[src/rtl/image_stream_pkg.sv]
// Shared types and helpers for the image stream reader: FSM states and the
// byte-enable mask of a partial final word.
package image_stream_pkg;

  typedef enum logic [1:0] {
    ST_IDLE  = 2'd0,
    ST_RUN   = 2'd1,
    ST_DRAIN = 2'd2,
    ST_DONE  = 2'd3
  } state_e;

  localparam int MAX_KEEP = 64;

  // Low last_bytes lanes set; zero means the whole word is valid.
  function automatic logic [MAX_KEEP-1:0] keep_mask(input logic [7:0] last_bytes);
    logic [MAX_KEEP-1:0] mask;
    mask = {MAX_KEEP{1'b1}};
    if (last_bytes != 8'd0) begin
      for (int i = 0; i < MAX_KEEP; i++) begin
        mask[i] = (i < int'(last_bytes));
      end
    end else begin
      mask = {MAX_KEEP{1'b1}};
    end
    return mask;
  endfunction

endpackage

[src/rtl/stream_fifo.sv]
// Synchronous FIFO whose head entry is always presented on rd_data_o; a
// write and a read may share an edge even when full. flush empties it.
module stream_fifo #(
  parameter int               WIDTH   = 8,
  parameter int               DEPTH   = 4,
  parameter logic [WIDTH-1:0] RST_VAL = {WIDTH{1'b0}}
) (
  input  logic                     clk_i,
  input  logic                     rst_n_i,
  input  logic                     flush_i,
  input  logic                     wr_en_i,
  input  logic [WIDTH-1:0]         wr_data_i,
  input  logic                     rd_en_i,
  output logic [WIDTH-1:0]         rd_data_o,
  output logic [$clog2(DEPTH):0]   count_o,
  output logic                     full_o,
  output logic                     empty_o
);
  localparam int PW = $clog2(DEPTH);

  logic [WIDTH-1:0] mem_q [DEPTH];
  logic [PW-1:0]    wr_ptr_q, rd_ptr_q;
  logic [PW:0]      count_q;
  logic             push_s, pop_s;

  assign empty_o   = (count_q == {(PW+1){1'b0}});
  assign full_o    = (count_q == (PW+1)'(DEPTH));
  assign pop_s     = rd_en_i && !empty_o;
  assign push_s    = wr_en_i && (!full_o || pop_s);
  assign rd_data_o = mem_q[rd_ptr_q];
  assign count_o   = count_q;

  always_ff @(posedge clk_i or negedge rst_n_i) begin
    if (!rst_n_i) begin
      wr_ptr_q <= {PW{1'b0}};
      rd_ptr_q <= {PW{1'b0}};
      count_q  <= {(PW+1){1'b0}};
      for (int i = 0; i < DEPTH; i++) begin
        mem_q[i] <= RST_VAL;
      end
    end else if (flush_i) begin
      wr_ptr_q <= {PW{1'b0}};
      rd_ptr_q <= {PW{1'b0}};
      count_q  <= {(PW+1){1'b0}};
    end else begin
      if (push_s) begin
        mem_q[wr_ptr_q] <= wr_data_i;
        wr_ptr_q        <= wr_ptr_q + PW'(1'b1);
      end
      if (pop_s) begin
        rd_ptr_q <= rd_ptr_q + PW'(1'b1);
      end
      case ({push_s, pop_s})
        2'b10:   count_q <= count_q + (PW+1)'(1'b1);
        2'b01:   count_q <= count_q - (PW+1)'(1'b1);
        default: count_q <= count_q;
      endcase
    end
  end

endmodule

[src/rtl/image_stream_reader.sv]
// Streams a window of BRAM words onto an AXI-Stream master. Reads are issued
// only while in-flight reads plus buffered beats leave room in the output FIFO.
module image_stream_reader
  import image_stream_pkg::*;
#(
  parameter int DATA_WIDTH = 128,
  parameter int ADDR_WIDTH = 10,
  parameter int LEN_WIDTH  = 11,
  parameter int RD_LATENCY = 1,
  parameter int FIFO_DEPTH = 4
) (
  input  logic                            clk,
  input  logic                            rst_n,
  input  logic                            start,
  input  logic                            abort,
  input  logic [ADDR_WIDTH-1:0]           base_addr,
  input  logic [LEN_WIDTH-1:0]            num_words,
  input  logic [$clog2(DATA_WIDTH/8)-1:0] last_bytes,
  output logic                            busy,
  output logic                            done,
  output logic [ADDR_WIDTH-1:0]           bram_addr,
  output logic                            bram_en,
  input  logic [DATA_WIDTH-1:0]           bram_dout,
  output logic [DATA_WIDTH-1:0]           m_axis_tdata,
  output logic [DATA_WIDTH/8-1:0]         m_axis_tkeep,
  output logic                            m_axis_tlast,
  output logic                            m_axis_tvalid,
  input  logic                            m_axis_tready
);
  localparam int KEEP_W  = DATA_WIDTH / 8;
  localparam int LB_W    = $clog2(KEEP_W);
  localparam int ENTRY_W = 1 + KEEP_W + DATA_WIDTH;
  localparam int CNT_W   = $clog2(FIFO_DEPTH) + 1;

  state_e                 state_q, state_d;
  logic [ADDR_WIDTH-1:0]  base_q, base_d;
  logic [LEN_WIDTH-1:0]   num_q, num_d, issued_q, issued_d;
  logic [LB_W-1:0]        lb_q, lb_d;
  logic                   done_q, done_d;
  logic [RD_LATENCY-1:0]  vld_q, last_pipe_q;
  logic [KEEP_W-1:0]      keep_pipe_q [RD_LATENCY];
  logic [CNT_W-1:0]       inflight_s, fifo_count_s;
  logic                   fifo_full_s, fifo_empty_s;
  logic                   credit_s, issue_s, is_last_s, last_hs_s, flush_s;
  logic [KEEP_W-1:0]      issue_keep_s;
  logic [ENTRY_W-1:0]     fifo_rd_s;

  assign is_last_s    = (issued_q == (num_q - LEN_WIDTH'(1'b1)));
  assign issue_keep_s = is_last_s ? KEEP_W'(keep_mask(8'(lb_q))) : {KEEP_W{1'b1}};
  assign credit_s     = !fifo_full_s && ((inflight_s + fifo_count_s) < CNT_W'(FIFO_DEPTH));
  assign issue_s      = (state_q == ST_RUN) && !abort && credit_s;
  assign flush_s      = abort && ((state_q == ST_RUN) || (state_q == ST_DRAIN));
  assign last_hs_s    = m_axis_tvalid && m_axis_tready && m_axis_tlast;

  assign bram_en   = issue_s;
  assign bram_addr = base_q + ADDR_WIDTH'(issued_q);
  assign busy      = (state_q != ST_IDLE);
  assign done      = done_q;
  assign m_axis_tvalid = !fifo_empty_s;
  assign {m_axis_tlast, m_axis_tkeep, m_axis_tdata} = fifo_rd_s;

  always_comb begin
    inflight_s = {CNT_W{1'b0}};
    for (int k = 0; k < RD_LATENCY; k++) begin
      inflight_s = inflight_s + CNT_W'(vld_q[k]);
    end
  end

  always_comb begin
    state_d  = state_q;
    base_d   = base_q;
    num_d    = num_q;
    lb_d     = lb_q;
    issued_d = issued_q;
    done_d   = 1'b0;
    case (state_q)
      ST_IDLE: begin
        if (start) begin
          base_d   = base_addr;
          num_d    = num_words;
          lb_d     = last_bytes;
          issued_d = {LEN_WIDTH{1'b0}};
          if (num_words == {LEN_WIDTH{1'b0}}) begin
            state_d = ST_DONE;
          end else begin
            state_d = ST_RUN;
          end
        end else begin
          state_d = ST_IDLE;
        end
      end
      ST_RUN: begin
        if (abort) begin
          state_d = ST_IDLE;
        end else if (issue_s) begin
          issued_d = issued_q + LEN_WIDTH'(1'b1);
          state_d  = is_last_s ? ST_DRAIN : ST_RUN;
        end else begin
          state_d = ST_RUN;
        end
      end
      ST_DRAIN: begin
        if (abort) begin
          state_d = ST_IDLE;
        end else if (last_hs_s) begin
          state_d = ST_DONE;
          done_d  = 1'b1;
        end else begin
          state_d = ST_DRAIN;
        end
      end
      ST_DONE: begin
        state_d = ST_IDLE;
        // An empty transfer has no tlast handshake, so its pulse follows DONE.
        done_d  = (num_q == {LEN_WIDTH{1'b0}});
      end
      default: begin
        state_d = ST_IDLE;
      end
    endcase
  end

  always_ff @(posedge clk or negedge rst_n) begin
    if (!rst_n) begin
      state_q  <= ST_IDLE;
      base_q   <= {ADDR_WIDTH{1'b0}};
      num_q    <= {LEN_WIDTH{1'b0}};
      lb_q     <= {LB_W{1'b0}};
      issued_q <= {LEN_WIDTH{1'b0}};
      done_q   <= 1'b0;
    end else begin
      state_q  <= state_d;
      base_q   <= base_d;
      num_q    <= num_d;
      lb_q     <= lb_d;
      issued_q <= issued_d;
      done_q   <= done_d;
    end
  end

  // tlast/tkeep travel alongside each read so they meet its data at the FIFO.
  always_ff @(posedge clk or negedge rst_n) begin
    if (!rst_n) begin
      vld_q       <= {RD_LATENCY{1'b0}};
      last_pipe_q <= {RD_LATENCY{1'b0}};
      for (int k = 0; k < RD_LATENCY; k++) begin
        keep_pipe_q[k] <= {KEEP_W{1'b0}};
      end
    end else if (flush_s) begin
      vld_q <= {RD_LATENCY{1'b0}};
    end else begin
      for (int k = RD_LATENCY - 1; k > 0; k--) begin
        vld_q[k]       <= vld_q[k-1];
        last_pipe_q[k] <= last_pipe_q[k-1];
        keep_pipe_q[k] <= keep_pipe_q[k-1];
      end
      vld_q[0]       <= issue_s;
      last_pipe_q[0] <= is_last_s;
      keep_pipe_q[0] <= issue_keep_s;
    end
  end

  stream_fifo #(
    .WIDTH   (ENTRY_W),
    .DEPTH   (FIFO_DEPTH),
    .RST_VAL ({1'b0, {KEEP_W{1'b1}}, {DATA_WIDTH{1'b0}}})
  ) u_fifo (
    .clk_i     (clk),
    .rst_n_i   (rst_n),
    .flush_i   (flush_s),
    .wr_en_i   (vld_q[RD_LATENCY-1]),
    .wr_data_i ({last_pipe_q[RD_LATENCY-1], keep_pipe_q[RD_LATENCY-1], bram_dout}),
    .rd_en_i   (m_axis_tready),
    .rd_data_o (fifo_rd_s),
    .count_o   (fifo_count_s),
    .full_o    (fifo_full_s),
    .empty_o   (fifo_empty_s)
  );

endmodule

[config.mk]
export PLATFORM = sky130hd
export DESIGN_NAME = image_stream_reader
export DESIGN_NICKNAME = d
export VERILOG_FILES = /design/src/rtl/image_stream_pkg.sv /design/src/rtl/stream_fifo.sv /design/src/rtl/image_stream_reader.sv
export SDC_FILE = /design/constraint.sdc
export NUM_CORES = 1
export LEC_CHECK = 0
export ABC_AREA = 1
export ABC_CLOCK_PERIOD_IN_PS = 2700
export CORE_MARGIN = 2
export CORE_UTILIZATION = 50
export DETAILED_ROUTE_END_ITERATION = 7
export PLACE_DENSITY = 0.73
export SLEW_MARGIN = 10
export SYNTH_ARGS = -nofsm -noshare
export SYNTH_HDL_FRONTEND = slang
export SYNTH_SLANG_ARGS = --single-unit
[constraint.sdc]
create_clock -name clk -period 2.7 [get_ports clk]
set_input_delay 0.675 -clock clk [delete_from_list [all_inputs] [get_ports clk]]
set_output_delay 0.675 -clock clk [all_outputs]
set_load 0.02 [all_outputs]
Word-level counts from Yosys, hierarchy flattened. Index checks and enable logic that the tools add are counted.

Eq/ne operators: 10. $add $sub $neg: 8. Mux-type cells: 30. Reduce and logical (&&, ||, !) cells: 26. Bitwise logic cells: 3. Magnitude comparators: 19.

Operator list (number): $bwmux W580 (1); $mux W145 (3); $bmux W145 S2 (1); $demux W145 S2 (1); $mux W11 (3); $mux W16 (2); $lt A4 B4 Y1 const A (7); $logic_not A11 Y1 (2); $pmux W11 S2 (1); $mux W2 (10); $lt A3 B4 Y1 const A (4); $add A11 B1 Y11 const B (1); $eq A11 B11 Y1 (1); $sub A11 B1 Y11 const B (1); $add A10 B10 Y10 (1); $logic_and A1 B1 Y1 (8); $lt A1 B4 Y1 const A (2); $lt A2 B4 Y1 const A (2); $pmux W2 S4 (1); $reduce_bool A2 Y1 (4); $eq A2 B2 Y1 const B (3); $ge A3 B3 Y1 const B (2); $ne A2 B2 Y1 const B (3); $not A2 Y3 (2); other kinds (21) (30).

Word-level logic and storage cells: 112. Input bits: 158. Register bits after elaboration: 644.

Depth between registers and ports, before layout. Gate-level depths: netlist (run 1).

Depth in word-level cells: 8. Depth in mapped cells: 14. Depth with buffers taken out: 14.

Modules after synthesis. Synthesis (run 1) repeated with hierarchy kept, for this count alone.

Cells, all modules: 3865. Area, all modules: 30758.2 um^2.

By module, submodules not included: stream_fifo (cells each 3396, area an instance 27091.0 um^2, times used 1); image_stream_reader (cells each 469, area an instance 3667.3 um^2, times used 1).

Least setup slack after synthesis (run 1). No wires, ideal clock.

Path kind: flip-flop to output port. Start: reg issued_q[0]. End: out bram_addr[8]. Buffers on the path: 0. Arrival time: 1.905 ns. Stages on the path, launching flop included: 13. Slack: 0.120 ns. Data required time: 2.025 ns. Path through: dfrtp_1 > ha_1 > inv_1 > fa_1 > o21ai_0 > nand2_1 > nand2_1 > a21oi_1 > nor2_1 > o21ai_0 > nand2_1 > nand2_1 > nand2_1.

Longest elaborated chain between the ends: 1.

RTL lines: from (decl) (RTL line image_stream_reader.sv:37) `logic [LEN_WIDTH-1:0] num_q, num_d, issued_q, issued_d;`; from (signal assigned) (RTL line image_stream_reader.sv:129) `issued_q <= {LEN_WIDTH{1'b0}};`; from (signal assigned) (RTL line image_stream_reader.sv:136) `issued_q <= issued_d;`; $add A10 B10 Y10 (RTL line image_stream_reader.sv:56) `assign bram_addr = base_q + ADDR_WIDTH'(issued_q);`; to (decl) (RTL line image_stream_reader.sv:21) `output logic [ADDR_WIDTH-1:0] bram_addr,`.

No other way between the ends.

Final worst setup path (run 1). Same ends and word-level chain as after synthesis.

==> results.md, run 1 <==
STA:
- The total count of max-transition violations in the final report is 0.
- Static timing analysis puts the maximum clock frequency at approximately 0.33 GHz.
- The routed design could run at a clock period as short as just over 3000 ps.
- The final total negative setup slack is -18,510 ps.
- For the pin with the worst max-slew slack, the measured transition is 709 ps.
- The final setup skew is 24.9 ps.
- The slack of the critical path is -337 ps.
- Setup repair after global routing could not meet its margin everywhere.
- The tightest hold path in the finished design has a slack of 26.8 ps.
- The final count of negative-setup-slack endpoints is 149.
- Measured against its own limit, the worst slew margin works out to 52.7%.
- The final critical path takes up 112% of the cycle.
- The final hold violation count is 0.

Floorplanning:
- For this design the top-level I/O count stands at 317.
- From bottom edge to top edge, the die measures about 240 µm.
- The initial utilization of the core area, before any placement, comes to 50.6%.
- The die covers 59,000 µm².
- The die is about 240 µm wide.
- The core area is 56,400 µm².
- The number of placement rows is 87.

Worst setup path:
- The path type of the worst setup path is flip-flop to primary output.
- The type of element launching the critical path is a flip-flop.
- The buffers plus inverters on the worst setup path is 2.
- Data on the critical path arrives at its endpoint at 2360 ps.
- Of all nets on the critical path, the largest fanout is 2.
- STA classifies the critical path endpoint as a primary output.
- The signal on the critical path passes through ha_2, inv_2, fa_2, o21ai_2, nand2_1, nand2_1, a21oi_2, nor2_1, o21ai_1, nand2_1, nand2_1, nand2_1, buf_6.
- In this design, the critical path's most frequently occurring cell is sky130_fd_sc_hd__nand2_1.
- The kind of cell with the highest combined delay along the critical path is adder cells.
- The required time of the critical path is 2030 ps.
- The delay contributed by the slowest stage of the critical path is approximately 370 ps.
- The slowest stage cell on the critical path is sky130_fd_sc_hd__fa_2.

Layout:
- The finished cells cover 41,600 µm².
- From synthesis to final layout, the design area changed by 45.8%.
- The storage element area is 16,200 µm².
- The number of antenna diodes in the final layout is 0.
- In the final layout, the multi-input gates occupy 13,400 µm².
- The share of the core filled with cells in the final layout is between 70% and 80%.
- The share of cells above drive strength 1 is 30.2%.
- The layout filler cell count is 3,789.
- The net total in the final layout is 3,975.

Clock tree:
- The H-tree was split into 3 levels.
- The number of buffers created by CTS is 68.
- The post-cts hold buffer count is 0.
- In this run the deepest clock path goes through 3 buffers.
- The insertion delay of the later-clocked pin in the worst-skew pair is 620 ps.
- Clock-pin slew was measured on the worst setup and hold paths at 60 ps.
- The library cell used as clock root buffer is sky130_fd_sc_hd__clkbuf_16.
- The clock tree from TritonCTS is built.
- For this design, the sink count on the clock tree is 644.

Global route:
- The global-route wire length before repair is approximately 130 mm.
- The total global routing overflow is 0.
- The total track usage is 26.9%.
- The number of antenna violations at the first check in global routing is 0.
- The pin count of the biggest net entering global routing is between 100 and 150.
- The number of global-route vias before repair is 24,300.

Power:
- The proportion of power drawn by the clock network is between 10% and 20%.
- Sequential cells account for 29.9% of the total power.
- The switching power share of the total is 40.8%.
- Internal power comes to 0.0347 W.
- The combinational power share is a little over half.
- The analysis attributes to cell leakage a power of 19.0 nW.
- The analysis attributes to net switching a power of 0.0239 W.
- The highest ir drop seen on vdd is 0.938 mV.
- In this run the power density over the cells is 1410 nW/µm².

Place:
- After detailed placement, the total cell area comes to 33,200 µm².
- Once detailed placement completed, the half-perimeter wirelength came to 46.1 mm.
- The setup slack at placement is -373 ps.
- The global placement routability congestion is 0.806.
- Buffers placed on the I/O ports in this run total 316.

Worst hold path:
- The worst hold-check path type is primary input to async pin.

Status:
- The checks that failed: setup timing.
- The flow ran to the end, but the final reports show violations.

Run:
- The max-capacitance violation count is 0.

Yosys:
- After synthesis, the mean cell area works out to 8.61 µm².
- The number of enable flip-flop cells after synthesis is 0.
- Ranked by instance count, the synthesized netlist is headed by 694 x sky130_fd_sc_hd__nand2_1, 580 x sky130_fd_sc_hd__dfrtp_1, 545 x sky130_fd_sc_hd__o21ai_0, 363 x sky130_fd_sc_hd__o21ai_1, 339 x sky130_fd_sc_hd__nor2_1.
- By area the synthesized netlist is led by sky130_fd_sc_hd__dfrtp_1 51%, sky130_fd_sc_hd__o21ai_0 9.6%, sky130_fd_sc_hd__nand2_1 9.1%.
- Counting flops and latches in the post-synthesis netlist gives between 600 and 700.
- The most common cell in the synthesized netlist is sky130_fd_sc_hd__nand2_1.
- The cell count after synthesis came out at 3,317.
- The number of distinct library cells after synthesis is 40.
- The share of synthesized area in the top cell type comes to approximately half.
- The cell taking the most area after synthesis is sky130_fd_sc_hd__dfrtp_1.
- The number of nets in the synthesized netlist is 3,497.
- The most instantiated flip-flop cell in the synthesis netlist is sky130_fd_sc_hd__dfrtp_1.
- Counting flops with an async set or reset pin after synthesis yields a share of 100%.
- For this run, the register share of the synthesized area comes to 56.7%.
- The area of the mapped netlist is about 29,000 µm².
- The Yosys step of the flow raised 0 warnings.

Drt:
- The detail-routed net length per standard cell is roughly 20 µm.
- The first detailed-routing pass took 6 iterations.
- After detailed routing, the number of vias per cell comes to 5.73.
- The number of nets with antenna violations after routing is 0.
- The total vias in the final route is ~26,000.
- The routed design has 92.9 mm of wire.
- The number of design rule violations left after detail routing is 0.
- The number of design-rule violations left by the first detailed-router iteration is 2,554.
[kinds of logic after synthesis]
logic type / synth area share, %
flip-flops: 56.7
buffers and inverters: 6.39
multiplexers: 0.592
XOR/XNOR: 0.578
AND/OR/NAND/NOR: 14.8
adder cells (fa/ha/maj): 1.02
AO/OA/AOI/OAI: 19.9
[power groups by stage]
stage	Clock [W]	Sequential, W	Combinational (W)
after CTS	0.00931	0.0165	0.0229
final	0.00923	0.0175	0.0318
after global routing	0.00977	0.0180	0.0338
after detailed placement	0	0.0165	0.0209
after floorplan	0	0.0159	0.0123
after global placement	0	0.0164	0.0205
[per-stage QoR]
| stage | power (W) | cells |
|---|---|---|
| global route | 0.0616 | 4604 |
| floorplan | 0.0282 | 3317 |
| finish | 0.0586 | 4604 |
| detailed placement | 0.0374 | 4292 |
| CTS | 0.0487 | 4468 |
| global placement | 0.0369 | 4292 |
[sequential cells by signal, summed over array words and instances, names as in the netlist]
register / cells
last_pipe_q: 1
u_fifo.count_o: 3
lb_q: 4
vld_q: 1
done: 1
base_q: 10
keep_pipe_q: 16
state_q: 2
u_fifo.rd_ptr_q: 2
u_fifo.wr_ptr_q: 2
num_q: 11
issued_q: 11
u_fifo.mem_q: 580
[worst register-to-register path: stages (launching register included)]
cell and delay [ps]:
sky130_fd_sc_hd__dfrtp_1 380, sky130_fd_sc_hd__inv_1 80, sky130_fd_sc_hd__ha_1 290, sky130_fd_sc_hd__nand2_1 110
sky130_fd_sc_hd__inv_2 70, sky130_fd_sc_hd__nor2_4 290, sky130_fd_sc_hd__nand2_4 140, sky130_fd_sc_hd__buf_12 210
sky130_fd_sc_hd__o21ai_0 580
[cells in the final DEF, fill, tap and decap left out, types with 4 or more instances in the layout]
cell type                         count
sky130_fd_sc_hd__nor3_1               6
sky130_fd_sc_hd__a21oi_1             20
sky130_fd_sc_hd__dfrtp_1            578
sky130_fd_sc_hd__o21ai_2            140
sky130_fd_sc_hd__nand2_4              5
sky130_fd_sc_hd__o22ai_4             18
sky130_fd_sc_hd__inv_2                5
sky130_fd_sc_hd__buf_8               25
sky130_fd_sc_hd__inv_1              197
sky130_fd_sc_hd__mux2_2              15
sky130_fd_sc_hd__nand4_1              4
sky130_fd_sc_hd__buf_6              182
sky130_fd_sc_hd__o21ai_4             53
sky130_fd_sc_hd__clkdlybuf4s50_1    159
sky130_fd_sc_hd__clkbuf_1            28
sky130_fd_sc_hd__xor2_1              12
sky130_fd_sc_hd__ha_4                 4
sky130_fd_sc_hd__buf_4              134
sky130_fd_sc_hd__o22ai_1             19
sky130_fd_sc_hd__buf_16              17
sky130_fd_sc_hd__o21ai_1            433
sky130_fd_sc_hd__dfstp_2             64
sky130_fd_sc_hd__clkbuf_8            11
sky130_fd_sc_hd__nor4_1               4
sky130_fd_sc_hd__o21ai_0            285
sky130_fd_sc_hd__nand2_1            689
sky130_fd_sc_hd__buf_12              81
sky130_fd_sc_hd__ha_1                15
sky130_fd_sc_hd__nor2_1             192
sky130_fd_sc_hd__nand3_1             30
sky130_fd_sc_hd__nor2_2              88
sky130_fd_sc_hd__clkinv_2             6
sky130_fd_sc_hd__nor2_4              67
sky130_fd_sc_hd__o22ai_2            108
sky130_fd_sc_hd__clkinv_8             4
sky130_fd_sc_hd__clkbuf_16          105
[layout make-up]
type	instances	share of cell area (%)
multi-input cells	2237	32.2
repair inverters	2	0.111
repair buffers	637	19.3
flip-flops and latches	644	38.9
clock buffers	108	4.76
clock inverters	15	0.448
well taps	756	2.27
inverters	205	1.95
[timing repair]
action                     4_1_cts  5_1_grt
gates cloned                    19       50
gates resized for setup        873     1131
pin swaps                       48      219
buffers inserted                34      120
setup endpoints to repair      156      155
[layer usage]
layer	vias up	routed length, µm	GRT usage, %
met5	-	0	0
met4	0	3900	11.1
met3	246	5840	4.40
met2	1108	45200	43.0
met1	13000	38000	36.7
li1	12000	-	-
[worst paths after layout]
check,slack [ps],startpoint,cells past startpoint,endpoint
worst max-delay path,-340,issued_q[0],13,bram_addr[8]
max in group asynchronous,1840,rst_n,2,u_fifo.mem_q[573]
worst min-delay path,30,rst_n,1,u_fifo.mem_q[455]
worst min register to register,470,u_fifo.mem_q[275],2,u_fifo.mem_q[275]
min in group clk,470,u_fifo.mem_q[275],2,u_fifo.mem_q[275]
worst max register to register,440,state_q[0],8,u_fifo.mem_q[151]
Note: power is estimated with default switching activity, not from simulation.
==> inputs of run 2 (changes only) <==
--- a/config.mk
+++ b/config.mk
@@ -9,6 +9,7 @@
 export ABC_CLOCK_PERIOD_IN_PS = 2700
 export CORE_MARGIN = 2
 export CORE_UTILIZATION = 50
+export CTS_BUF_LIST = sky130_fd_sc_hd__clkbuf_8
 export DETAILED_ROUTE_END_ITERATION = 7
 export PLACE_DENSITY = 0.73
 export SLEW_MARGIN = 10
==> results.md, run 2 (synthesis results as in run 1) <==
STA:
- The maximum frequency from static timing analysis is 0.321 GHz (-2.6%).
- The final total negative setup slack is -24,350 ps (-5830 ps).
- The transition time of the tightest slew-check pin is 647 ps (-62.2 ps).
- The clock period minus final worst setup slack is 3120 ps (+81.6 ps).
- The total count of max-transition violations in the final report was 0 (unchanged).
- The final count of negative-setup-slack endpoints is 153 (+2.7%).
- The final hold violation count is 0 (unchanged).
- The final setup skew came to 29.0 ps (+4.12 ps).
- The final period utilization is 116% (+3.0 points).
- The remaining max-slew budget at the tightest pin is 56.9% (+4.1 points).
- Setup repair after global routing could not meet its margin everywhere.
- The slack of the critical path is -419 ps (-81.6 ps).

Worst setup path:
- The delay contributed by the slowest stage of the critical path is 360 ps (about the same).
- STA classifies the critical path endpoint as a primary output.
- The top fanout value on the critical path is 2 (unchanged).
- Traced cell by cell, the critical path runs through ha_2, inv_2, fa_2, o21ai_2, nand2_1, nand2_1, a21oi_2, nor2_1, o21ai_1, nand2_1, nand2_1, nand2_1, buf_6.
- The slowest stage of the critical path belongs to the cell sky130_fd_sc_hd__fa_2.
- The cell occurring most often along the worst timing path is sky130_fd_sc_hd__nand2_1.
- The critical path is of the flip-flop to primary output type.
- The type of element launching the critical path is a flip-flop.
- The required time of the critical path is 2030 ps (about the same).
- The arrival time reported for the critical path endpoint is 2440 ps (+80 ps).

Clock tree:
- The CTS H-tree depth is 3 (unchanged).
- The number of buffers created by CTS is 105 (+54%).
- The largest buffer count on any clock path came to 3 (unchanged).
- The clock tree from TritonCTS is built.
- The clock sink total came to 644 (unchanged).
- The library cell used as clock root buffer is sky130_fd_sc_hd__clkbuf_8.
- The clock-pin transition on the worst setup and hold timing paths is 60 ps (about the same).
- The insertion delay of the later-clocked pin in the worst-skew pair is 710 ps (+90 ps).

Floorplanning:
- The floorplan die area is 59,000 µm² (unchanged).
- The total I/O pin count is 317 (unchanged).
- The chip height is 243 µm (unchanged).
- The die width was 243 µm (unchanged).
- The number of placement rows is 87 (unchanged).
- The core area is 56,400 µm² (unchanged).
- The starting density of the core is 50.6% (unchanged).

Layout:
- The most common cell after layout, fill and taps aside is sky130_fd_sc_hd__nand2_1.
- The largest registers in the layout are u_fifo.mem_q (580), keep_pipe_q (16).
- The net total in the final layout is 4,027 (+1.3%).
- The most flop-heavy register is u_fifo.mem_q.
- The area growth from synthesis to layout is 45.9% (about the same).
- The share of cells above drive strength 1 is 30.2% (about the same).
- The multi-input gate area in the final layout is 13,200 µm² (-1.7%).
- The storage element area is 16,200 µm² (unchanged).
- The number of flip-flops in the largest register is 580 (unchanged).
- The layout filler cell count was 3,812 (+0.61%).
- The library cells used most frequently in the layout, excluding fill and tap cells, are 689 x sky130_fd_sc_hd__nand2_1, 578 x sky130_fd_sc_hd__dfrtp_1, 436 x sky130_fd_sc_hd__o21ai_1, 307 x sky130_fd_sc_hd__o21ai_0, 240 x sky130_fd_sc_hd__inv_1.

Drt:
- The number of design rule violations left after detail routing came to 0 (unchanged).
- The number of nets with antenna violations after routing is 0 (unchanged).
- The post-detailed-routing wire length is 93.6 mm (+0.74%).
- The detail-routed net length per standard cell is 20.0 µm (-1.2%).
- The number of design-rule violations left by the first detailed-router iteration is 2,439 (-4.5%).
- The total vias in the final route is 26,800 (+1.4%).
- The iteration count of the initial detailed-routing pass came to 8 (+2).
- The routed via count divided by cell count is 5.71 (-0.51%).

Place:
- The global placement routability congestion is 0.806 (unchanged).
- The number of input and output port buffers inserted is 316 (unchanged).
- The detailed-placement wirelength estimate is 46.1 mm (unchanged).
- The setup slack at placement is -373 ps (unchanged).

Global route:
- The global-route wire length before repair is 136 mm (+6.1%).
- The number of global-route vias before repair is 25,300 (+4.2%).
- The pin count of the biggest net entering global routing is 123 (unchanged).
- The total track usage is 28.9% (+2.0 points).
- The number of antenna violations at the first check in global routing is 1 (+1).
- The total global routing overflow is 0 (unchanged).

Run:
- The max-capacitance violation count is 0 (unchanged).

Status:
- The checks that failed: setup timing.
- The flow ran to the end, but the final reports show violations.

Power:
- The highest ir drop seen on vdd came to 0.843 mV (-10%).
- The power per cell area is 1390 nW/µm² (-0.92%).
- The total power is 0.0581 W (-0.86%).
- The leakage component of the power is 19.3 nW (+1.7%).

Worst hold path:
- The worst hold-check path type is flip-flop to flip-flop.
==> run 2: cell types whose count changed in the layout (fill, tap and decap cells not counted), sizes merged <==
cell,change
clkinvlp,+3
dlygate4sd3,+1
buf,+30
diode,+1
clkbuf,+12
clkinv,-2
clkdlybuf4s50,-2
bufinv,-1
inv,+44
dlygate4sd2,+2
==> run 2: per-stage QoR <==
stage          hold WS (ps)  instances  util (%)  cell area (µm²)
2_1_floorplan           379       3317         -            28600
3_3_place_gp            459       4292      58.9            33200
4_1_cts                 473       4616      67.6            38100
6_report                475       4692      73.9            41600
3_5_place_dp            464       4292      58.9            33200
5_1_grt                 486       4692      73.9            41600
==> run 2: per-layer routing <==
metal  up-vias  track usage (%)  part of all wire [%]
met2      1136             46.3                    49
met4         0             11.8                   4.1
met5         -                0                     0
li1      12100                -                     -
met3       261             4.53                   6.0
met1     13200             39.4                    41
==> run 2: cell type report <==
cell class	instances	share of cell area, %
sequential	644	38.9
multi-input combinational	2237	31.7
timing repair buffer	653	20.0
clock buffer	135	4.46
tap	756	2.27
inverter	205	1.95
clock inverter	60	0.760
timing repair inverter	1	0.0391
antenna	1	0.00601
==> run 2: worst max-delay path: cells and delay by family (launching register included) <==
kind	cells	cell delay (ps)
flip-flops	1	350
AO/OA/AOI/OAI	3	300
adder cells (fa/ha/maj)	2	550
buffers and inverters	2	160
AND/OR/NAND/NOR	6	400
==> run 2: timing repair <==
item,in CTS,in global routing
hold endpoints to repair,33,0
gates cloned,42,24
hold buffers,1,0
pin swaps,89,171
gates resized for setup,1154,818
buffers inserted,88,76
endpoints found under the setup margin,158,155
==> run 2: report_power, final <==
part / internal (W) / total (W) / switching (W)
Sequential: 0.0142 / 0.0175 / 0.00323
Clock: 0.00467 / 0.00868 / 0.00400
Combinational: 0.0153 / 0.0319 / 0.0166
==> run 2: worst paths after layout <==
check / end / cells after the start / slack (ps) / startpoint
setup / recovery: bram_addr[8] / 13 / -420 / issued_q[0]
hold / removal: u_fifo.mem_q[278] / 2 / 470 / u_fifo.mem_q[278]
setup reg to reg: state_q[0] / 13 / 480 / u_fifo.rd_ptr_q[0]
hold reg to reg: u_fifo.mem_q[278] / 2 / 470 / u_fifo.mem_q[278]
max in group asynchronous: u_fifo.mem_q[65] / 3 / 1320 / rst_n
min in group asynchronous: u_fifo.mem_q[455] / 2 / 530 / rst_n
